===== src/rtl/eq_button_ctrl.sv =====
// Equalizer front-panel controller: prioritized button events, band select, saturating gain table, req/ack write-out.
// Optional build macro EQ_BTN_PENDING_EN adds a one-deep pending event captured while busy.
module eq_button_ctrl #(
  parameter int NUM_BANDS    = 5,
  parameter int BAND_W       = 3,
  parameter int GAIN_W       = 4,
  parameter int GAIN_MAX     = 15,
  parameter int GAIN_DEFAULT = 8,
  parameter int LOCK_CYCLES  = 4
) (
  input  logic              clk,
  input  logic              rst_n,
  input  logic              rel_next,
  input  logic              rel_prev,
  input  logic              rel_up,
  input  logic              rel_down,
  output logic [BAND_W-1:0] band_sel,
  output logic [GAIN_W-1:0] gain_cur,
  output logic              gain_wr_req,
  output logic [BAND_W-1:0] gain_wr_band,
  output logic [GAIN_W-1:0] gain_wr_val,
  input  logic              gain_wr_ack,
  output logic              busy
);

  localparam int CNT_W = $clog2(LOCK_CYCLES + 1);

  typedef enum logic [1:0] {IDLE, WRITE, LOCKOUT} state_t;

  state_t            state;
  logic [CNT_W-1:0]  lock_cnt;
  logic [GAIN_W-1:0] gains [NUM_BANDS];

  logic [3:0]        raw;
  logic [3:0]        ev;
  logic [BAND_W-1:0] band_inc;
  logic [BAND_W-1:0] band_dec;
  logic [GAIN_W-1:0] gain_inc;
  logic [GAIN_W-1:0] gain_dec;
  logic              up_ok;
  logic              dn_ok;

  // One-hot of the highest-priority bit: {next, prev, up, down}.
  function automatic logic [3:0] pick(input logic [3:0] v);
    if (v[3])      return 4'b1000;
    else if (v[2]) return 4'b0100;
    else if (v[1]) return 4'b0010;
    else if (v[0]) return 4'b0001;
    else           return 4'b0000;
  endfunction

  assign raw = {rel_next, rel_prev, rel_up, rel_down};

`ifdef EQ_BTN_PENDING_EN
  logic [3:0] pend;
  logic [3:0] raw_pick;
  assign raw_pick = pick(raw);
  // A held event competes with fresh pulses in the first IDLE cycle.
  assign ev = pick(raw | pend);
`else
  assign ev = pick(raw);
`endif

  assign gain_cur = gains[band_sel];
  assign band_inc = (band_sel == BAND_W'(NUM_BANDS - 1)) ? '0 : band_sel + 1'b1;
  assign band_dec = (band_sel == '0) ? BAND_W'(NUM_BANDS - 1) : band_sel - 1'b1;
  assign up_ok    = (gain_cur != GAIN_W'(GAIN_MAX));
  assign dn_ok    = (gain_cur != '0);
  assign gain_inc = gain_cur + 1'b1;
  assign gain_dec = gain_cur - 1'b1;
  assign busy     = (state != IDLE);

  always_ff @(posedge clk or negedge rst_n) begin
    if (!rst_n) begin
      state        <= IDLE;
      band_sel     <= '0;
      gain_wr_req  <= 1'b0;
      gain_wr_band <= '0;
      gain_wr_val  <= '0;
      lock_cnt     <= '0;
      for (int unsigned i = 0; i < NUM_BANDS; i++) gains[i] <= GAIN_W'(GAIN_DEFAULT);
`ifdef EQ_BTN_PENDING_EN
      pend         <= '0;
`endif
    end else begin
`ifdef EQ_BTN_PENDING_EN
      if (state == IDLE)       pend <= '0;
      else if (raw_pick > pend) pend <= raw_pick;
`endif
      case (state)
        IDLE: begin
          if (ev[3]) begin
            band_sel <= band_inc;
            state    <= LOCKOUT;
            lock_cnt <= CNT_W'(LOCK_CYCLES);
          end else if (ev[2]) begin
            band_sel <= band_dec;
            state    <= LOCKOUT;
            lock_cnt <= CNT_W'(LOCK_CYCLES);
          end else if ((ev[1] && up_ok) || (ev[0] && dn_ok)) begin
            gains[band_sel] <= ev[1] ? gain_inc : gain_dec;
            gain_wr_req     <= 1'b1;
            gain_wr_band    <= band_sel;
            gain_wr_val     <= ev[1] ? gain_inc : gain_dec;
            state           <= WRITE;
          end else if (ev[1] || ev[0]) begin
            state    <= LOCKOUT;
            lock_cnt <= CNT_W'(LOCK_CYCLES);
          end
        end
        WRITE: begin
          if (gain_wr_ack) begin
            gain_wr_req <= 1'b0;
            state       <= LOCKOUT;
            lock_cnt    <= CNT_W'(LOCK_CYCLES);
          end
        end
        LOCKOUT: begin
          lock_cnt <= lock_cnt - 1'b1;
          if (lock_cnt == CNT_W'(1)) state <= IDLE;
        end
        default: state <= IDLE;
      endcase
    end
  end

endmodule

===== config.mk =====
export PLATFORM = sky130hd
export DESIGN_NAME = eq_button_ctrl
export DESIGN_NICKNAME = d
export VERILOG_FILES = /design/src/rtl/eq_button_ctrl.sv
export SDC_FILE = /design/constraint.sdc
export NUM_CORES = 1
export LEC_CHECK = 0
export CAP_MARGIN = 30
export CORE_MARGIN = 4
export CORE_UTILIZATION = 50
export CTS_CLUSTER_DIAMETER = 50
export DETAILED_ROUTE_END_ITERATION = 6
export PLACE_DENSITY = 0.69
export SYNTH_ARGS = -nofsm -noshare
export SYNTH_HDL_FRONTEND = slang
export SYNTH_SLANG_ARGS = --single-unit

===== constraint.sdc =====
create_clock -name clk -period 6.6 [get_ports clk]
set_clock_uncertainty 0.15 [all_clocks]
set_input_delay 1.65 -clock clk [delete_from_list [all_inputs] [get_ports clk]]
set_output_delay 1.65 -clock clk [all_outputs]
set_load 0.03 [all_outputs]

Word-level counts from Yosys, hierarchy flattened
Index checks and enable logic that the tools add are counted.
{"block": "word_totals", "regBits": 36, "latchBits": 0, "mem_bits_rw": 0, "rom_bits": 0, "inputBits": 7, "output_inout_bits": 16, "word_cells": 84, "mem_count": 0}
{"block": "op_classes", "add_sub_neg": 5, "n_mul": 0, "n_div": 0, "order_cmp": 2, "n_eq_ne": 13, "n_shift": 0, "mux": 33, "bitwise_logic": 3, "reduce_logical": 17}
{"operator": "3-bit 2-to-1 mux", "n": 10}
{"operator": "20-bit bitwise mux", "n": 1}
{"operator": "4-bit 2-to-1 mux", "n": 5}
{"operator": "2-bit 2-to-1 mux", "n": 7}
{"operator": "4-bit binary-select mux with 3-bit select", "n": 1}
{"operator": "4-bit demux with 3-bit select", "n": 1}
{"operator": "4-bit != test, second input constant", "n": 3}
{"operator": "2-bit != test, second input constant", "n": 5}
{"operator": "3-bit case mux with 3 select lines", "n": 1}
{"operator": "4-bit AND reduction", "n": 2}
{"operator": "2-bit case mux with 3 select lines", "n": 1}
{"operator": "2-bit nonzero test", "n": 3}
{"operator": "3-bit by 1-bit subtractor with 3-bit output, second input constant", "n": 2}
{"operator": "1-bit 2-to-1 mux", "n": 5}
{"operator": "5-bit != test, second input constant", "n": 1}
{"operator": "5-bit AND reduction", "n": 1}
{"operator": "4-bit by 1-bit adder with 4-bit output, second input constant", "n": 1}
{"operator": "4-bit >= comparator, second input constant", "n": 1}
{"operator": "4-bit by 1-bit less-than comparator with 1-bit output, second input constant", "n": 1}
{"operator": "3-bit NOT with 4-bit output", "n": 1}
{"operator": "4-bit nonzero test", "n": 1}
{"operator": "4-bit by 1-bit subtractor with 4-bit output, second input constant", "n": 1}
{"operator": "3-bit by 1-bit adder with 3-bit output, second input constant", "n": 1}
{"operator": "3-bit by 1-bit == test with 1-bit output, second input constant", "n": 1}
{"operator": "other kinds (12)", "n": 16}

Depth between registers and ports, before layout
{"block": "logic_depth", "word_depth": 11, "ltp_mapped": 9, "depth_no_buf": 8}

Least setup slack after synthesis
OpenSTA, ideal clock, no wires.
{"block": "synth_timing", "path_kind": "input -> register", "from": "in rel_next", "to": "reg gains[12] in the netlist's numbering", "setup_time_ps": 125, "t_arrival_ps": 3346, "required_ps": 6325, "path_slack_ps": 2980, "cell_stages": 7, "path_buffers": 1, "path_cell_list": "clkbuf_1 > or2_2 > nor2_1 > and2_1 > o41ai_2 > a211oi_1 > mux2_2"}
{"block": "synth_between", "elab_chain_cells": 4, "word_cells_on_any_way": 9, "cone_classes": "mux (3); bitwise (2); reduce/logical (4)"}
{"item": "from (decl)", "line": "13", "text": "input logic rel_next,"}
{"item": "4-bit 2-to-1 mux *", "line": "45", "text": "if (v[3]) return 4'b1000;"}
{"item": "1-bit logical AND", "line": "100", "text": "end else if ((ev[1] && up_ok) || (ev[0] && dn_ok)) begin"}
{"item": "1-bit logical OR", "line": "100"}
{"item": "4-bit AND reduction (no source line)"}
{"item": "to (signal, indexed assignment)", "line": "101", "text": "gains[band_sel] <= ev[1] ? gain_inc : gain_dec;"}
{"item": "to (decl)", "line": "32", "text": "logic [GAIN_W-1:0] gains [NUM_BANDS];"}
Every way passes the cells marked *; elsewhere a longest branch is shown, timed or not.
A chain may end at the register's enable or synchronous reset.

Worst setup path in the final report
{"block": "layout_timing", "from": "reg band_sel[2]", "to": "out gain_cur[0]"}
{"block": "layout_between", "elab_chain_cells": 4}
{"item": "from (decl)", "line": "17", "text": "output logic [BAND_W-1:0] band_sel,"}
{"item": "from (signal assigned)", "line": "93", "text": "band_sel <= band_inc;"}
{"item": "from (signal assigned)", "line": "97", "text": "band_sel <= band_dec;"}
{"item": "3-bit NOT with 4-bit output (implied by the code)", "line": "64", "text": "assign gain_cur = gains[band_sel];"}
{"item": "4-bit binary-select mux with 3-bit select", "line": "64"}
{"item": "4-bit 2-to-1 mux (implied by the code) (2 in series)", "line": "64"}
{"item": "to (decl)", "line": "18", "text": "output logic [GAIN_W-1:0] gain_cur,"}
No other way between the ends. The select of a mux whose other input is x is not followed.

==> flow_summary_export.csv <==
group,metric,value,unit
worst_setup_path,endpoint,"gain_cur[0]",
global_route,grt_overflow_total,0,
clock_tree,cts_resized,0,
finish,stdcell_area,0.00237,mm2
clock_tree,cts_max_path_buffers,2,
drt,wirelength,4400,um
floorplan,initial_core_util,53.4,%
global_route,antenna_found_initial,0,
worst_setup_path,critPathMaxStageDelay,780,ps
synth,synth-edff-count,0,
synth,synthTopCellsByCount,"dfrtp_1, mux2_2, nor2_1",
drt,dr.first_iter.drc_count,95,
timing,final-setup-viol-count,0,
clock_tree,insertion_delay,290,ps
clock_tree,cts_tree,"yes",
worst_setup_path,r2r_start,"band_sel[2]$_DFFE_PN0P_",
timing,final_hold_viol_count,0,
pwr,peakVddDrop,215,uV
finish,antenna_cells,0,
floorplan,io_pins,23,
drt,num_vias,1424,
worst_setup_path,r2r_cells,7,
hold_path,min_path_cells,2,
placed_design,hpwl,3210,um
worst_setup_path,cp.buffers_inverters,2,
finish,fin_nets,218,
synth,synth_nets,193,
clock_tree,htreeDepth,2,
worst_setup_path,crit_path_start_kind,"register",
synth,synth_top_flop_cell,"dfrtp_1",
synth,ys_ff_latch,36,
timing,slew_headroom,50.2,%
worst_setup_path,arrival,2750,ps
clock_tree,cts.sinks,36,
clock_tree,clkTransAtPathRegs,70,ps
status,status,"completed",
worst_setup_path,critical_path_class,"register to output pin",
drt,avgViaCountPerCell,5.67,
global_route,first_global_vias,1528,
pwr,p_total,0.000959,W
drt,wl_per_cell,17.5,um
finish,drive_gt1_share,23.2,%
hold_path,hp-class,"register to register",
clock_tree,ctsHoldBuffers,0,
drt,antenna_left,0,
global_route,grt_pass1_wl,7520,um
worst_setup_path,reg2reg_slack,3310,ps
finish,area_growth,16.9,%
placed_design,dpl-instance-area,0.00229,mm2
clock_tree,cts_inserted_buffers,5,
worst_setup_path,worstPathRequired,4800,ps
worst_setup_path,cp_top_family,"buffers and inverters",
clock_tree,cts_setup_buffers,0,
pwr,swShare,41.6,%
synth,ys_top_cells_by_area,"dfrtp_1, mux2_2, dfstp_2, ha_1, mux2i_1",
global_route,grt_max_degree,37,
timing,slew_violations,0,
synth,syn_area_per_cell,11.5,um2
timing,finalCritPeriodShare,68.9,%
synth,synth_largest_area_cell,"dfrtp_1",
worst_setup_path,rr_endpoint,"gain_wr_band[1]$_DFFE_PN0P_",
worst_setup_path,cp-end-kind,"output pin",
pwr,intPower,0.000560,W
timing,fin_hold_ws,343,ps
timing,final.setup.tns,0,ps
finish,fillers,327,
pwr,power.density,405,mW/mm2
pwr,power_frac_comb,47.2,%
worst_setup_path,crit_start,"band_sel[2]$_DFFE_PN0P_",
floorplan,die_y,71.7,um
synth,synthAdderAreaFrac,5.93,%
worst_setup_path,cp_slowest_cell,"dfrtp_1",
worst_setup_path,crit_chain,"mux2_2, nand2_1, and3_1, inv_1, clkdlybuf4s50_1",
clock_tree,root_buffer,"clkbuf_8",
pwr,pwr-share-clk,15.7,%
synth,synth-async-reset-ratio,100,%
synth,synth_mux_area_share,20.4,%
timing,fmax,220,MHz
flow_run,cap_violations,0,
floorplan,num_rows,22,
synth,syn_inst,177,
synth,synth-warning-count,0,
synth,netlist.area_leader.share,38.3,%
placed_design,place.gp.congestion,0.861,
floorplan,dieArea,0.00514,mm2
synth,synth_xor_area_share,1.30,%
floorplan,dieWidth,71.7,um
synth,synth-compound-area-share,11.7,%
synth,synth_top_family_by_area,"multiplexers",
pwr,power_frac_seq,37.1,%
worst_setup_path,path_max_fanout,16,
drt,first_pass_iters,5,
placed_design,portBuffers,22,
synth,yosysMostFrequentCell,"dfrtp_1",
synth,yosysSeqAreaShare,44.8,%
timing,tightest_slew,743,ps
synth,yosys.area_share.simple,12.6,%
worst_setup_path,path_depth,5,
pwr,switchingPower,0.000399,W
synth,syn-cell-area,0.00203,mm2
pwr,p_leak,1.10,nW
floorplan,core-area,0.00380,mm2
drt,drc,0,
timing,rsz0062_at_grt,"no",
timing,period_minus_slack,4550,ps
global_route,track_usage,18.8,%
synth,synth.distinct_cells,49,
## tightest hold or removal path: cells and delay by family, from the launching register on
family,cells,cell delay (ps)
AOI/OAI and AO/OA,1,60
DFF,1,340
and+or+nand+nor,1,50
## placed cells by master, fill, tap and decap left out, types with 3 or more instances in the layout
cell,count
and2_1,3
clkbuf_8,5
clkdlybuf4s50_1,22
dfrtp_1,31
dfstp_2,5
ha_1,8
inv_1,10
mux2_1,4
mux2_2,22
mux2_4,4
mux2i_1,6
nand2_1,9
nand2b_1,4
nor2_1,13
nor2b_1,4
o21ai_0,7
or2_2,3
## metal layers
metal | wire length [um] | track usage [%] | vias up | share of wire, %
met5 | 0 | 0 | - | 0
met4 | 68 | 5.64 | 0 | 1.5
met3 | 110 | 3.79 | 8 | 2.5
met2 | 2220 | 32.9 | 18 | 51
met1 | 1990 | 23.4 | 709 | 45
li1 | - | - | 689 | -
## registers in the layout, summed over array words and instances (netlist names)
name,cells
gain_wr_band,3
gains,20
band_sel,3
gain_wr_req,1
state,2
gain_wr_val,4
lock_cnt,3
## final cells by class
cell class                      count  area (um2)  area share, %
Clock buffer                        7        76.3           3.22
Clock inverter                      1        5.00          0.211
Inverter                           11        41.3           1.74
Multi-Input combinational cell    125        1050           44.4
Sequential cell                    36         907           38.3
Tap cell                           48        60.1           2.53
Timing Repair Buffer               23         228           9.61
## power groups by stage
stage / sequential [W] / clock [W] / combinational [W]
floorplan: 0.000374 / 0 / 0.000279
global placement: 0.000353 / 0 / 0.000438
detailed placement: 0.000359 / 0 / 0.000453
CTS: 0.000355 / 0.000154 / 0.000455
global route: 0.000366 / 0.000165 / 0.000495
finish: 0.000356 / 0.000151 / 0.000453
## stage by stage
step                      setup WS (ps)  cells  util [%]
final                              2050    251      62.4
after global routing               1910    251      62.4
after CTS                          2060    251      62.4
after detailed placement           2240    243      60.2
after global placement             2310    243      60.2
after floorplan                    2980    177         -
## kinds of logic after synthesis
family,after synthesis
and+or+nand+nor,48
xor gates and xnor gates,3
muxes,36
AOI/OAI and AO/OA,29
adders and majority gates,9
DFF,36
buffers and inverters,16
## worst min-delay path by stage
stage                                  startpoint                 endpoint  slack, ps
after floorplan              gains[9]$_DFFE_PN0P_     gains[9]$_DFFE_PN0P_        300
after global placement      gains[16]$_DFFE_PN0P_    gains[16]$_DFFE_PN0P_        320
after detailed placement    gains[16]$_DFFE_PN0P_    gains[16]$_DFFE_PN0P_        340
after CTS                 lock_cnt[1]$_DFFE_PN0P_  lock_cnt[1]$_DFFE_PN0P_        350
after global routing        gains[16]$_DFFE_PN0P_    gains[16]$_DFFE_PN0P_        370
final                     lock_cnt[1]$_DFFE_PN0P_  lock_cnt[1]$_DFFE_PN0P_        340
Power figures use the tool's default switching activity.
